## src/rtl/pipeline_pkg.sv

```systemverilog
// Shared pipeline definitions: NOP encoding, fetch FSM state type/constants, default reset PC.
package pipeline_pkg;

    localparam logic [31:0] NOP              = 32'h0000_0013;
    localparam logic [31:0] DEFAULT_RESET_PC = 32'h0000_0000;

    typedef logic [1:0] fetch_state_t;

    localparam fetch_state_t REQ  = 2'd0;
    localparam fetch_state_t WAIT = 2'd1;
    localparam fetch_state_t HOLD = 2'd2;

endpackage

```

## src/rtl/fetch_stage_if.sv

```systemverilog
// Instruction memory request/response bundle between the fetch stage (master) and memory (slave).
interface fetch_stage_if #(
    parameter int DATA_WIDTH = 32
);

    logic                  InstrReq;
    logic [DATA_WIDTH-1:0] InstrAddr;
    logic                  InstrAck;
    logic [DATA_WIDTH-1:0] InstrRdata;

    modport master (
        output InstrReq,
        output InstrAddr,
        input  InstrAck,
        input  InstrRdata
    );

    modport slave (
        input  InstrReq,
        input  InstrAddr,
        output InstrAck,
        output InstrRdata
    );

endinterface

```

## src/rtl/fetch_decode.sv

```systemverilog
// IF/ID pipeline register with stall and flush; flush wins over stall, an unstalled cycle
// without a load inserts a bubble so decode never sees the same instruction twice.
module fetch_decode
    import pipeline_pkg::*;
#(
    parameter int DATA_WIDTH = 32
) (
    input  logic                  clk,
    input  logic                  rst,
    input  logic                  stall_i,
    input  logic                  flush_i,
    input  logic                  load_i,
    input  logic [DATA_WIDTH-1:0] instr_i,
    input  logic [DATA_WIDTH-1:0] pc_i,
    input  logic [DATA_WIDTH-1:0] pcplus4_i,
    output logic [DATA_WIDTH-1:0] instr_o,
    output logic [DATA_WIDTH-1:0] pc_o,
    output logic [DATA_WIDTH-1:0] pcplus4_o,
    output logic                  valid_o
);

    logic [DATA_WIDTH-1:0] instr_q;
    logic [DATA_WIDTH-1:0] pc_q;
    logic [DATA_WIDTH-1:0] pcplus4_q;
    logic                  valid_q;

    always_ff @(posedge clk) begin
        if (rst) begin
            instr_q   <= DATA_WIDTH'(NOP);
            pc_q      <= '0;
            pcplus4_q <= '0;
            valid_q   <= 1'b0;
        end else if (flush_i) begin
            instr_q <= DATA_WIDTH'(NOP);
            valid_q <= 1'b0;
        end else if (!stall_i) begin
            if (load_i) begin
                instr_q   <= instr_i;
                pc_q      <= pc_i;
                pcplus4_q <= pcplus4_i;
                valid_q   <= 1'b1;
            end else begin
                valid_q <= 1'b0;
            end
        end
    end

    assign instr_o   = instr_q;
    assign pc_o      = pc_q;
    assign pcplus4_o = pcplus4_q;
    assign valid_o   = valid_q;

endmodule

```

## src/rtl/fetch_stage.sv

```systemverilog
// Instruction fetch: REQ/WAIT/HOLD FSM, PCF, redirect/kill of in-flight requests, stall buffer.
// Optional FETCH_PERF_EN adds FetchWaitCount (cycles spent in WAIT or HOLD).
module fetch_stage
    import pipeline_pkg::*;
#(
    parameter int                    DATA_WIDTH = 32,
    parameter logic [DATA_WIDTH-1:0] RESET_PC   = DATA_WIDTH'(DEFAULT_RESET_PC)
) (
    input  logic                  clk,
    input  logic                  rst,
    input  logic                  StallD,
    input  logic                  FlushD,
    input  logic                  PCSrcE,
    input  logic [DATA_WIDTH-1:0] PCTargetE,
    fetch_stage_if.master         imem,
    output logic [DATA_WIDTH-1:0] InstrD,
    output logic [DATA_WIDTH-1:0] pcD,
    output logic [DATA_WIDTH-1:0] PCPlus4D,
    output logic                  ValidD,
    output logic                  FetchBusy
`ifdef FETCH_PERF_EN
    ,
    output logic [31:0]           FetchWaitCount
`endif
);

    localparam logic [DATA_WIDTH-1:0] FOUR = DATA_WIDTH'(4);

    fetch_state_t          state_q, state_d;
    logic [DATA_WIDTH-1:0] pcf_q, pcf_d;
    logic [DATA_WIDTH-1:0] redirect_q, redirect_d;
    logic                  kill_q, kill_d;
    logic [DATA_WIDTH-1:0] hold_instr_q, hold_instr_d;
    logic [DATA_WIDTH-1:0] hold_pc_q, hold_pc_d;

    logic                  id_load;
    logic [DATA_WIDTH-1:0] id_instr;
    logic [DATA_WIDTH-1:0] id_pc;
    logic                  req;

    assign req            = (state_q != HOLD);
    assign imem.InstrReq  = req;
    assign imem.InstrAddr = pcf_q;
    assign FetchBusy      = req & ~imem.InstrAck;

    always_comb begin
        state_d      = state_q;
        pcf_d        = pcf_q;
        redirect_d   = redirect_q;
        kill_d       = kill_q;
        hold_instr_d = hold_instr_q;
        hold_pc_d    = hold_pc_q;
        id_load      = 1'b0;
        id_instr     = imem.InstrRdata;
        id_pc        = pcf_q;

        case (state_q)
            REQ, WAIT: begin
                if (imem.InstrAck) begin
                    state_d = REQ;
                    kill_d  = 1'b0;
                    if (PCSrcE) begin
                        pcf_d = PCTargetE;
                    end else if (kill_q) begin
                        pcf_d = redirect_q;
                    end else if (FlushD) begin
                        // word dropped, PCF kept so the same address is fetched again
                    end else if (StallD) begin
                        hold_instr_d = imem.InstrRdata;
                        hold_pc_d    = pcf_q;
                        pcf_d        = pcf_q + FOUR;
                        state_d      = HOLD;
                    end else begin
                        id_load = 1'b1;
                        pcf_d   = pcf_q + FOUR;
                    end
                end else begin
                    state_d = WAIT;
                    if (PCSrcE) begin
                        redirect_d = PCTargetE;
                        kill_d     = 1'b1;
                    end
                end
            end
            HOLD: begin
                if (PCSrcE) begin
                    pcf_d   = PCTargetE;
                    state_d = REQ;
                end else if (FlushD) begin
                    state_d = REQ;
                end else if (!StallD) begin
                    id_load  = 1'b1;
                    id_instr = hold_instr_q;
                    id_pc    = hold_pc_q;
                    state_d  = REQ;
                end
            end
            default: state_d = REQ;
        endcase
    end

    always_ff @(posedge clk) begin
        if (rst) begin
            state_q      <= REQ;
            pcf_q        <= RESET_PC;
            redirect_q   <= '0;
            kill_q       <= 1'b0;
            hold_instr_q <= '0;
            hold_pc_q    <= '0;
        end else begin
            state_q      <= state_d;
            pcf_q        <= pcf_d;
            redirect_q   <= redirect_d;
            kill_q       <= kill_d;
            hold_instr_q <= hold_instr_d;
            hold_pc_q    <= hold_pc_d;
        end
    end

    fetch_decode #(
        .DATA_WIDTH(DATA_WIDTH)
    ) u_fetch_decode (
        .clk       (clk),
        .rst       (rst),
        .stall_i   (StallD),
        .flush_i   (FlushD),
        .load_i    (id_load),
        .instr_i   (id_instr),
        .pc_i      (id_pc),
        .pcplus4_i (id_pc + FOUR),
        .instr_o   (InstrD),
        .pc_o      (pcD),
        .pcplus4_o (PCPlus4D),
        .valid_o   (ValidD)
    );

`ifdef FETCH_PERF_EN
    logic [31:0] wait_cnt_q;

    always_ff @(posedge clk) begin
        if (rst) begin
            wait_cnt_q <= '0;
        end else if (state_q == WAIT || state_q == HOLD) begin
            wait_cnt_q <= wait_cnt_q + 32'd1;
        end
    end

    assign FetchWaitCount = wait_cnt_q;
`endif

endmodule
```

## src/flat_wrapper.sv

```systemverilog
// flat-port wrapper written by rule: the top's interface ports become plain ports
module fetch_stage_flat import pipeline_pkg::*;
#(
    parameter int                    DATA_WIDTH = 32,
    parameter logic [DATA_WIDTH-1:0] RESET_PC   = DATA_WIDTH'(DEFAULT_RESET_PC)
)
  (clk, rst, StallD, FlushD, PCSrcE, PCTargetE, InstrD, pcD, PCPlus4D, ValidD, FetchBusy, imem_InstrReq, imem_InstrAddr, imem_InstrAck, imem_InstrRdata);
  fetch_stage_if #(.DATA_WIDTH(DATA_WIDTH)) imem_i ();
  input  logic clk;
  input  logic rst;
  input  logic StallD;
  input  logic FlushD;
  input  logic PCSrcE;
  input  logic [DATA_WIDTH-1:0] PCTargetE;
  output logic [DATA_WIDTH-1:0] InstrD;
  output logic [DATA_WIDTH-1:0] pcD;
  output logic [DATA_WIDTH-1:0] PCPlus4D;
  output logic ValidD;
  output logic FetchBusy;
  output wire logic [$bits(imem_i.InstrReq)-1:0] imem_InstrReq;
  output wire logic [$bits(imem_i.InstrAddr)-1:0] imem_InstrAddr;
  input wire logic [$bits(imem_i.InstrAck)-1:0] imem_InstrAck;
  input wire logic [$bits(imem_i.InstrRdata)-1:0] imem_InstrRdata;
  assign imem_InstrReq = imem_i.InstrReq;
  assign imem_InstrAddr = imem_i.InstrAddr;
  assign imem_i.InstrAck = imem_InstrAck;
  assign imem_i.InstrRdata = imem_InstrRdata;
  fetch_stage #(.DATA_WIDTH(DATA_WIDTH), .RESET_PC(RESET_PC)) u_core (.clk(clk), .rst(rst), .StallD(StallD), .FlushD(FlushD), .PCSrcE(PCSrcE), .PCTargetE(PCTargetE), .imem(imem_i), .InstrD(InstrD), .pcD(pcD), .PCPlus4D(PCPlus4D), .ValidD(ValidD), .FetchBusy(FetchBusy));
endmodule
```

## config.mk

```make
export PLATFORM = sky130hd
export DESIGN_NAME = fetch_stage_flat
export DESIGN_NICKNAME = d
export VERILOG_FILES = /design/src/rtl/pipeline_pkg.sv /design/src/rtl/fetch_stage_if.sv /design/src/rtl/fetch_decode.sv /design/src/rtl/fetch_stage.sv /design/src/flat_wrapper.sv
export SDC_FILE = /design/constraint.sdc
export NUM_CORES = 1
export LEC_CHECK = 0
export ABC_AREA = 1
export BUFFER_PORTS_ARGS = -buffer_cell sky130_fd_sc_hd__buf_4
export CAP_MARGIN = 40
export CELL_PAD_IN_SITES_DETAIL_PLACEMENT = 1
export CELL_PAD_IN_SITES_GLOBAL_PLACEMENT = 1
export CORE_MARGIN = 4
export CORE_UTILIZATION = 38
export CTS_CLUSTER_SIZE = 28
export DETAILED_ROUTE_END_ITERATION = 10
export PLACE_DENSITY_LB_ADDON = 0.1
export SLEW_MARGIN = 30
export SYNTH_ARGS = -nofsm -noshare
export SYNTH_HDL_FRONTEND = slang
export SYNTH_SLANG_ARGS = --single-unit
export TNS_END_PERCENT = 50
```

## constraint.sdc

```tcl
create_clock -name clk -period 2.28 [get_ports clk]
set_input_delay 0.342 -clock clk [delete_from_list [all_inputs] [get_ports clk]]
set_output_delay 0.342 -clock clk [all_outputs]
set_load 0.01 [all_outputs]
```

==> summary.txt, run 1 <==
Detailed routing
  – DRT antenna net count: 0
  – Via density: around 5.2
  – Drt drc: 0
  – First-pass DRT Iterations: 5
  – Final wirelength: 41,600 um
  – DR vias: approximately 12,000
  – Drt wl/cell: around 18 um
  – 1st-iter DRT viols: roughly 650

Floorplan
  – Die width: ~180 um
  – Starting Density: 38.4%
  – Die H: between 150 and 200 um
  – Die area: 32,800 um^2
  – Placement Rows: 63
  – CORE AREA: slightly below 30,000 um^2
  – # IOs: ~200

Placed design
  – Number of port buffers: 200
  – Area after DPL: about 14,000 um^2
  – DP Cell Count: between 2,000 and 2,500
  – GP Congestion: around 0.87
  – Setup WS pre-CTS: -108 ps
  – Hpwl dp: around 30,000 um

Power and ir drop
  – Clock power frac: 41.8%
  – VDD IR-drop max: around 0.49 mV
  – LEAKAGE: 6.43 nW
  – Switching Share: around 28%
  – Gate power share: between 15 and 20%
  – Seq pwr share: a little over two fifths
  – Sw Pwr: 2.82 mW
  – Internal power: 7.09 mW
  – PnR Total Power: ~9.9 mW
  – Pwr Density: just under 700 nW/um^2

Logic synthesis
  – Synth warnings: 0
  – Multiplexer area fraction after synthesis: less than 1%
  – Post-synthesis compound-gate area fraction: 24.0%
  – XOR/XNOR Fraction of Synth Area: less than 1%
  – Synth cell types: 37
  – Post-Syn Nets: ~1,800
  – Cells after Synth: between 1,500 and 2,000
  – Main combinational cell family by area after synthesis: simple AND/OR/NAND/NOR gates
  – Synthesized area per cell: about 6.7 um^2
  – Post-Synth Adder-Cell Area: 0.220%
  – Synth Register Bits: between 200 and 250
  – Seq/Total Area, Yosys: roughly two fifths
  – Area of the mapped netlist: about 11,000 um^2
  – Synth Area in Simple Gates: between 20% and 30%

Global routing
  – Grt ovf: 0
  – Initial antenna violation count: 0
  – Total Routing Usage GR: 24.3%
  – First-pass GRT wire length: around 67,000 um
  – Vias in the first global route: around 13,000
  – Largest net degree at the start of global routing: 97

Critical path
  – R2R Setup Slk: 110 ps
  – Reg-to-reg endpoint: u_core.u_fetch_decode.pcplus4_o[8]
  – Critical path peak fanout: slightly above 60
  – Kind of end point of the critical path: register
  – WS Path Type: register to register
  – Worst path arrival time: between 2000 and 3000 ps
  – Crit start category: register
  – Worst Reg-to-Reg Cells: 12
  – CP required: 2720 ps
  – R2r startpoint: u_core.state_q[1]

Min path
  – HP Start: PCTargetE[4]
  – Hold path depth: 3
  – Worst hold path endpoint: u_core.redirect_q[4]
  – Worst hold path class: input port to register

STA
  – Fin crit share: between 90% and 100%
  – Worst slew pin tran: approximately 570 ps
  – Final-report setup violation count: 0
  – Max Slew Vio Count: 0
  – RSZ-0062 raised after global routing: true
  – Fmax: 0.461 GHz
  – Worst slew margin: around three fifths
  – Setup Skew: between 10 and 15 ps
  – Tmin final: 2170 ps
  – Hold Worst Slack: 43.7 ps
  – Hold Vio Cnt, Final: 0
  – Final setup TNS: 0 ps
  – Slack of the critical path: approximately 110 ps

Clock network
  – Root buffer cell: clkbuf_16
  – CTS Buffer Depth: 3
  – Num Clock Sinks: 226
  – H-tree Lvls: 1
  – Num CTS Buffers: 27
  – Clk_lat worst skew: ~550 ps
  – Clock slew at reported path FFs: 60 ps
  – CTS tree: yes

Layout
  – # diodes: 0
  – Final std cells w/o fill: roughly 2,300
  – Layout cells sized above 1: between 20% and 30%
  – Synth-to-Final Area Change: 29.1%
  – Most frequent cells in the layout: 405 x nand2_1, 285 x buf_4, 222 x dfxtp_1, 215 x o21ai_0, 194 x a21oi_1
  – Final Util: 49.6%
  – Post-route cell area: around 15,000 um^2
  – Final Net Count: approximately 2,000
  – Most common cell after layout, fill and taps aside: nand2_1

Outcome
  – Status: completed

Flow run
  – MaxCap Viol Count: 0
-- Yosys cell counts (all sizes together) --
cell | number | share of area [%]
nand2 | 424 | 14
o21ai | 242 | 11
dfxtp | 226 | 40
a21oi | 194 | 8.5
inv | 173 | 5.7
nor2 | 152 | 5.8
clkbuf | 70 | 2.3
nand3 | 58 | 2.5
buf | 39 | 2.2
a31oi | 29 | 1.6
o21a | 20 | 1.3
nand4 | 19 | 1.0
nor3 | 18 | 0.83
o211ai | 13 | 0.86
xor2 | 12 | 0.92
o22ai | 5 | 0.27
a211oi | 3 | 0.20
clkinv | 2 | 0.066
ha | 2 | 0.22
mux2i | 2 | 0.18
or2 | 2 | 0.11
a22oi | 1 | 0.066
nand3b | 1 | 0.066
o211a | 1 | 0.088
o221ai | 1 | 0.077
o31ai | 1 | 0.066
-- layer usage --
layer	up-vias	track usage (%)	part of all wire [%]	routed length, um
met5	-	0	0	0
met4	0	5.88	2.3	943
met3	55	4.09	4.9	2030
met2	260	44.5	51	21100
met1	5869	29.8	42	17500
li1	6030	-	-	-
-- area by class of cell --
type / count / area, um^2
clock buffer: 41 / 788
clock inverter: 9 / 57.6
fill: 3866 / 14900
inverter: 175 / 658
multi-input combinational: 1200 / 5780
sequential: 226 / 4530
tap: 390 / 488
timing repair buffer: 299 / 2410
-- worst max-delay path by stage --
stage	from	to	slack, ps	depth (start not counted)
global placement	StallD	u_core.u_fetch_decode.pcplus4_o[29]	-70	12
finish	u_core.state_q[1]	u_core.u_fetch_decode.pcplus4_o[8]	110	12
global route	u_core.state_q[1]	u_core.u_fetch_decode.pcplus4_o[21]	-20	16
detailed placement	StallD	u_core.u_fetch_decode.pcplus4_o[29]	-110	12
CTS	u_core.imem.InstrAddr[5]	u_core.u_fetch_decode.pcplus4_o[20]	40	13
floorplan	u_core.state_q[1]	u_core.u_fetch_decode.pcplus4_o[18]	260	15
-- sequential cells by signal, indices dropped and copies added, names as in the netlist, 2 cells and up --
signal and count:
u_core.u_fetch_decode.pc_o 32, u_core.state_q 2, u_core.u_fetch_decode.pcplus4_o 30, u_core.hold_pc_q 32
u_core.imem.InstrAddr 32, u_core.u_fetch_decode.instr_o 32, u_core.hold_instr_q 32, u_core.redirect_q 32
-- logic make-up (layout without fill, tap and decap cells) --
| logic type | after synthesis | count (layout) |
|---|---|---|
| AOI/OAI and AO/OA | 510 | 510 |
| xor gates and xnor gates | 12 | 12 |
| adders and majority gates | 2 | 2 |
| buffers and inverters | 284 | 524 |
| DFF | 226 | 226 |
| muxes | 2 | 2 |
| and+or+nand+nor | 674 | 674 |
-- power by group through the flow --
| stage | sequential, mW | clock (mW) | combinational [mW] |
|---|---|---|---|
| floorplan | 4.35 | 0 | 0.763 |
| global placement | 4.35 | 0 | 1.46 |
| detailed placement | 4.36 | 0 | 1.49 |
| CTS | 4.27 | 4.25 | 1.50 |
| global route | 4.29 | 4.43 | 1.67 |
| finish | 4.27 | 4.15 | 1.49 |
-- what timing repair did --
item / CTS / global route
pin swaps: 0 / 5
gates resized for setup: 1 / 22
endpoints found under the setup margin: 1 / 29
cloned: 0 / 1
setup buffers: 0 / 3
hold endpoints to repair: 1 / 0
hold buffers: 1 / 0
-- worst max-delay path, cell delays in order, from the launching register on --
cell and delay (ps):
dfxtp_1 330, buf_4 150, nand2_2 130, nor2_4 60
buf_4 150, clkbuf_16 180, o21ai_4 220, buf_12 290
nor2_1 130, a22oi_1 170, o31ai_1 100, nand2_1 80
inv_1 50
Power figures use the tool's default switching activity.
==> inputs of run 2 (changes only) <==
- CORE_ASPECT_RATIO: unset -> 0.9
- CORE_UTILIZATION: 38 -> 40
- CTS_CLUSTER_SIZE: 28 -> unset
==> run 2 against run 1 <==
Effect of this change:
- cell area increased by 0.28%
- non-clock buffer count is 9 higher
- maximum frequency up 1.5%
- critical endpoint is now u_core.u_fetch_decode.pcplus4_o[29]
- clock skew fell by 1.7 ps
- critical path type unchanged
- largest power group is now clock
- register-to-register slack better by 30 ps
==> summary.txt, run 2 (synthesis gave the netlist of run 1 again) <==
Global routing
  – Total Routing Usage GR: 26.0% (+1.6 points)
  – Initial antenna violation count: 0 (unchanged)
  – Grt ovf: 0 (unchanged)
  – Largest net degree at the start of global routing: 79 (-19%)
  – First-pass GRT wire length: 67,000 um (+0.77%)
  – Vias in the first global route: 13,025 (+3.7%)

Clock network
  – H-tree Lvls: 1 (unchanged)
  – Clk_lat worst skew: 540 ps (about the same)
  – Root buffer cell: clkbuf_16
  – Clock slew at reported path FFs: 60 ps (about the same)
  – Num Clock Sinks: 226 (unchanged)
  – CTS tree: yes
  – Num CTS Buffers: 26 (-3.7%)
  – CTS Buffer Depth: 3 (unchanged)

STA
  – RSZ-0062 raised after global routing: true
  – Worst slew margin: 58.9% (-2.9 points)
  – Final setup TNS: 0 ps (unchanged)
  – Setup Skew: 12.1 ps (-1.73 ps)
  – Max Slew Vio Count: 0 (unchanged)
  – Tmin final: 2140 ps (-31.8 ps)
  – Fmax: 0.468 GHz (+1.5%)
  – Worst slew pin tran: 616 ps (+42.5 ps)
  – Fin crit share: 93.7% (-1.4 points)
  – Final-report setup violation count: 0 (unchanged)
  – Hold Vio Cnt, Final: 0 (unchanged)

Power and ir drop
  – Clock power frac: 43.1% (+1.3 points)
  – Pwr Density: 688 nW/um^2 (+2.1%)
  – VDD IR-drop max: 0.525 mV (+7.4%)
  – Gate power share: 14.9% (-0.2 points)
  – Switching Share: 27.8% (-0.70 points)
  – Internal power: 7.34 mW (+3.4%)
  – Seq pwr share: 42.0% (-1.1 points)
  – Sw Pwr: 2.82 mW (about the same)
  – LEAKAGE: 6.51 nW (+1.1%)
  – PnR Total Power: 10.2 mW (+2.4%)

Floorplan
  – Die H: 168 um (-7.2%)
  – Placement Rows: 58 (-7.9%)
  – # IOs: 201 (unchanged)
  – CORE AREA: 28,000 um^2 (-5.5%)
  – Die width: 186 um (+2.6%)
  – Starting Density: 40.7% (+2.2 points)
  – Die area: 31,300 um^2 (-4.8%)

Critical path
  – Crit start category: register
  – Worst Reg-to-Reg Cells: 13 (+1)
  – Critical path peak fanout: 17 (-72%)
  – Worst path arrival time: 2540 ps (-70 ps)
  – Kind of end point of the critical path: register
  – CP required: 2690 ps (-30 ps)
  – WS Path Type: register to register

Placed design
  – GP Congestion: 0.891 (+2.4%)
  – Area after DPL: 13,700 um^2 (-0.33%)
  – Number of port buffers: 200 (unchanged)
  – Hpwl dp: 29,600 um (-1.0%)

Min path
  – Worst hold path class: input port to register
  – Hold path depth: 3 (unchanged)

Layout
  – Final Net Count: 2,010 (+0.45%)
  – Fillcell total: 3,674 (-5.0%)
  – Synth-to-Final Area Change: 29.5%
  – Most frequent cells in the layout: 406 x nand2_1, 298 x buf_4, 222 x dfxtp_1, 216 x o21ai_0, 194 x a21oi_1
  – Most common cell after layout, fill and taps aside: nand2_1
  – Post-route cell area: 14,700 um^2 (+0.28%)
  – Layout cells sized above 1: 21.6% (+0.55 points)
  – Final Util: 52.7% (+3.0 points)
  – # diodes: 0 (unchanged)

Detailed routing
  – Drt wl/cell: 17.9 um (+0.53%)
  – Drt drc: 0 (unchanged)
  – DR vias: 12,278 (+0.52%)
  – Met1 WL: 17,700 um (+1.1%)
  – DRT antenna net count: 0 (unchanged)
  – 1st-iter DRT viols: 734 (+13%)
  – Top Metal Used: met4
  – First-pass DRT Iterations: 4 (-1)
  – Met2 wire len: 20,600 um (-2.3%)
  – Met3 WL: 1900 um (-6.6%)
  – Final wirelength: 41,400 um (-0.50%)
  – Via density: 5.30 (+1.6%)

Outcome
  – Status: completed

Flow run
  – MaxCap Viol Count: 0 (unchanged)
-- run 2: path summary, 6_finish.rpt --
path                            from                                  end  slack (ps)
max reg2reg        u_core.state_q[1]  u_core.u_fetch_decode.pcplus4_o[29]         140
max                u_core.state_q[1]  u_core.u_fetch_decode.pcplus4_o[29]         140
min                     PCTargetE[4]                 u_core.redirect_q[4]          40
min reg2reg  u_core.hold_instr_q[21]              u_core.hold_instr_q[21]         440
-- run 2: through the flow --
| step | instances | hold slack, ps | worst slack, ps |
|---|---|---|---|
| floorplan | 1710 | 419 | 261 |
| global placement | 2259 | 430 | 42.5 |
| detailed placement | 2259 | 435 | -5.94 |
| CTS | 2306 | 25.5 | 43.3 |
| global route | 2316 | 48.1 | -57.3 |
| finish | 2316 | 43.9 | 143 |
-- run 2: routing by layer --
metal | GRT usage (%) | vias up
met4 | 7.63 | 0
met5 | 0 | -
met1 | 32.0 | 5896
met3 | 4.26 | 66
met2 | 46.4 | 266
li1 | - | 6050
-- run 2: power groups by stage --
stage               registers, mW  clock network, mW  logic (mW)
CTS                          4.27               4.45        1.51
finish                       4.27               4.38        1.51
floorplan                    4.35                  0       0.763
detailed placement           4.35                  0        1.49
global placement             4.35                  0        1.45
global route                 4.28               4.61        1.68
-- run 2: worst max-delay path, stage by stage, from the launching register on --
cell	delay (ps)
dfxtp_1	350
buf_4	140
nand2_4	70
nor2_4	130
buf_12	170
nand2_1	60
nand2_1	130
nand2_1	150
inv_1	110
nand2_1	110
nor3_2	250
a21oi_1	120
nor2_1	140
nor2_1	60
-- run 2: layout make-up --
type	instances	area, um^2	area share (%)
Clock inverter	11	144	0.976
Inverter	175	658	4.46
Multi-Input combinational cell	1201	5790	39.3
Timing Repair Buffer	308	2430	16.5
Clock buffer	35	744	5.05
Sequential cell	226	4530	30.7
Tap cell	360	450	3.05
-- run 2: what timing repair did --
action                                  4_1_cts  5_1_grt
gates resized for setup                       0       23
hold buffers                                  1        0
endpoints found under the setup margin        0       27
buffers inserted                              0        8
hold endpoints to repair                      1        0
==> inputs of run 3 (changes only) <==
- CORE_MARGIN: 4 -> 1.5
- CORE_UTILIZATION: 40 -> 43
- clock period: 2.28 -> 2.8 ns (I/O delays scaled with it)
==> run 3 against run 2 <==
Effect of this change:
- final cell count down 3.4%
- maximum frequency decreased by 15%
- sequential cell count did not move
- cell area is 4.1% lower
- power fell by 19%
- clock power is 17% lower
- sequential share of layout area increased by 1.3 points
- register-to-register slack gained 150 ps
- via count fell by 0.75%
- die area down 12%
- combinational power is 28% lower
- routed wire length decreased by 3.5%
- critical endpoint is now u_core.u_fetch_decode.pcplus4_o[30]
- largest power group unchanged
==> summary.txt, run 3 (synthesis gave the netlist of run 1 again) <==
Layout
  – Most frequent cells in the layout: 407 x nand2_1, 235 x buf_4, 226 x dfxtp_1, 217 x o21ai_0, 194 x a21oi_1
  – Synth-to-Final Area Change: 24.1%
  – Most common cell after layout, fill and taps aside: nand2_1
  – # diodes: 0 (unchanged)
  – Final Net Count: 1,942 (-3.4%)
  – Layout cells sized above 1: 18.2% (-3.4 points)

Clock network
  – Num CTS Buffers: 26 (unchanged)
  – Clock slew at reported path FFs: 60 ps (about the same)
  – Num Clock Sinks: 226 (unchanged)
  – Root buffer cell: clkbuf_16
  – CTS Buffer Depth: 3 (unchanged)
  – Clk_lat worst skew: 560 ps (+20 ps)
  – CTS tree: yes
  – H-tree Lvls: 1 (unchanged)

Global routing
  – Met3 GRT Util: 5.24% (+0.99 points)
  – Total Routing Usage GR: 28.7% (+2.8 points)
  – Largest net degree at the start of global routing: 91 (+15%)
  – Met1 usage: 34.0% (+2.0 points)
  – Vias in the first global route: 12,355 (-5.1%)
  – Routing usage on met2: 52.9% (+6.5 points)
  – Grt peak-use layer: met2
  – Grt ovf: 0 (unchanged)
  – First-pass GRT wire length: 63,900 um (-4.6%)
  – Initial antenna violation count: 0 (unchanged)

Detailed routing
  – DRT antenna net count: 0 (unchanged)
  – First-pass DRT Iterations: 5 (+1)
  – Drt drc: 0 (unchanged)
  – 1st-iter DRT viols: 694 (-5.4%)
  – Final wirelength: 39,900 um (-3.5%)
  – Via density: 5.45 (+2.8%)
  – DR vias: 12,186 (-0.75%)
  – Drt wl/cell: 17.8 um (-0.13%)

Critical path
  – R2R Setup Slk: 290 ps (+150 ps)
  – Setup crit end: u_core.u_fetch_decode.pcplus4_o[30]
  – Crit path from: u_core.state_q[1]
  – Kind of end point of the critical path: register
  – Worst path slowest cell: dfxtp_1
  – Crit start category: register
  – WS Path Type: register to register
  – Worst Reg-to-Reg Cells: 13 (unchanged)
  – Critical path peak fanout: 36 (+19)
  – Reg-to-reg endpoint: u_core.u_fetch_decode.pcplus4_o[30]
  – Worst path arrival time: 2950 ps (+410 ps)
  – CP Cell Sequence: inv_2 > nor2_4 > nand2_2 > buf_12 > buf_4 > o21ai_2 > inv_2 > nor3_2 > nand4_1 > nor2_2 > nand2_1 > nand2_1 > nor2_1
  – R2r startpoint: u_core.state_q[1]
  – CP required: 3240 ps (+550 ps)
  – Largest stage delay on the critical path: 420 ps (+70 ps)

Placed design
  – GP Congestion: 0.926 (+3.9%)
  – Setup WS pre-CTS: 122 ps (+128 ps)
  – Hpwl dp: 27,800 um (-6.1%)
  – Number of port buffers: 200 (unchanged)

STA
  – RSZ-0062 raised after global routing: false
  – Worst slew pin tran: 623 ps (+6.27 ps)
  – Final setup TNS: 0 ps (unchanged)
  – Max Slew Vio Count: 0 (unchanged)
  – Final-report setup violation count: 0 (unchanged)
  – Slack of the critical path: 295 ps (+152 ps)
  – Hold Vio Cnt, Final: 0 (unchanged)
  – Setup Skew: 15.6 ps (+3.49 ps)
  – Fmax: 0.399 GHz (-15%)
  – Worst slew margin: 58.5% (-0.37 points)
  – Tmin final: 2510 ps (+368 ps)
  – Fin crit share: 89.5% (-4.3 points)

Power and ir drop
  – PnR Total Power: 8.22 mW (-19%)
  – LEAKAGE: 6.15 nW (-5.5%)
  – Pwr Density: 581 nW/um^2 (-16%)
  – VDD IR-drop max: 0.400 mV (-24%)

Min path
  – Worst hold path class: input port to register

Floorplan
  – Die H: 157 um (-6.4%)
  – Starting Density: 43.7% (+3.0 points)
  – # IOs: 201 (unchanged)
  – CORE AREA: 26,100 um^2 (-7.0%)
  – Die area: 27,500 um^2 (-12%)
  – Die width: 175 um (-6.1%)
  – Placement Rows: 56 (-3.4%)

Flow run
  – MaxCap Viol Count: 0 (unchanged)

Outcome
  – Status: completed
==> run 3: through the flow <==
stage,util (%),hold slack [ps],std cells,cell area (um^2)
final,54.2,77.7,2237,14100
after floorplan,-,424,1710,11400
after CTS,54.1,56.2,2234,14100
after global placement,50.6,431,2187,13200
after detailed placement,50.6,436,2187,13200
after global routing,54.2,76.0,2237,14100
==> run 3: where the power goes <==
group	internal (mW)	switching, mW	total (mW)
combinational	0.404	0.688	1.09
clock	2.15	1.47	3.62
sequential	3.36	0.146	3.50
total	5.91	2.31	8.22
==> run 3: cell type report <==
| cell class | instances | area [um^2] |
|---|---|---|
| Fill cell | 3445 | 11900 |
| Multi-Input combinational cell | 1200 | 5720 |
| Sequential cell | 226 | 4520 |
| Timing Repair Buffer | 241 | 1880 |
| Clock buffer | 35 | 744 |
| Inverter | 175 | 658 |
| Tap cell | 348 | 435 |
| Clock inverter | 12 | 170 |
==> run 3: routing by layer <==
metal / vias up / routed length, um
met5: - / 0
met4: 0 / 1040
met3: 75 / 2260
met2: 301 / 20100
met1: 5891 / 16500
li1: 5919 / -
==> run 3: what timing repair did <==
item                                    in CTS  in global routing
hold buffers                                 0                  0
resized for setup                            0                  2
setup buffers                                0                  3
endpoints found under the setup margin       0                  2
hold endpoints to repair                     0                  0
==> run 3: worst max-delay path: cells and delay by family (launching register included) <==
kind	cells	cell delay [ps]
compound gates	1	250
simple gates	8	1050
buf+inv	4	660
flops	1	420
==> run 3: how the worst min path moves through the flow <==
stage	from	endpoint	slack (ps)	depth (start not counted)
detailed placement	u_core.hold_instr_q[31]	u_core.hold_instr_q[31]	440	2
global placement	u_core.hold_instr_q[9]	u_core.hold_instr_q[9]	430	2
floorplan	u_core.hold_instr_q[10]	u_core.hold_instr_q[10]	420	2
CTS	imem_InstrAck	u_core.state_q[0]	60	2
global route	imem_InstrAck	u_core.state_q[0]	80	2
finish	imem_InstrAck	u_core.state_q[0]	80	2
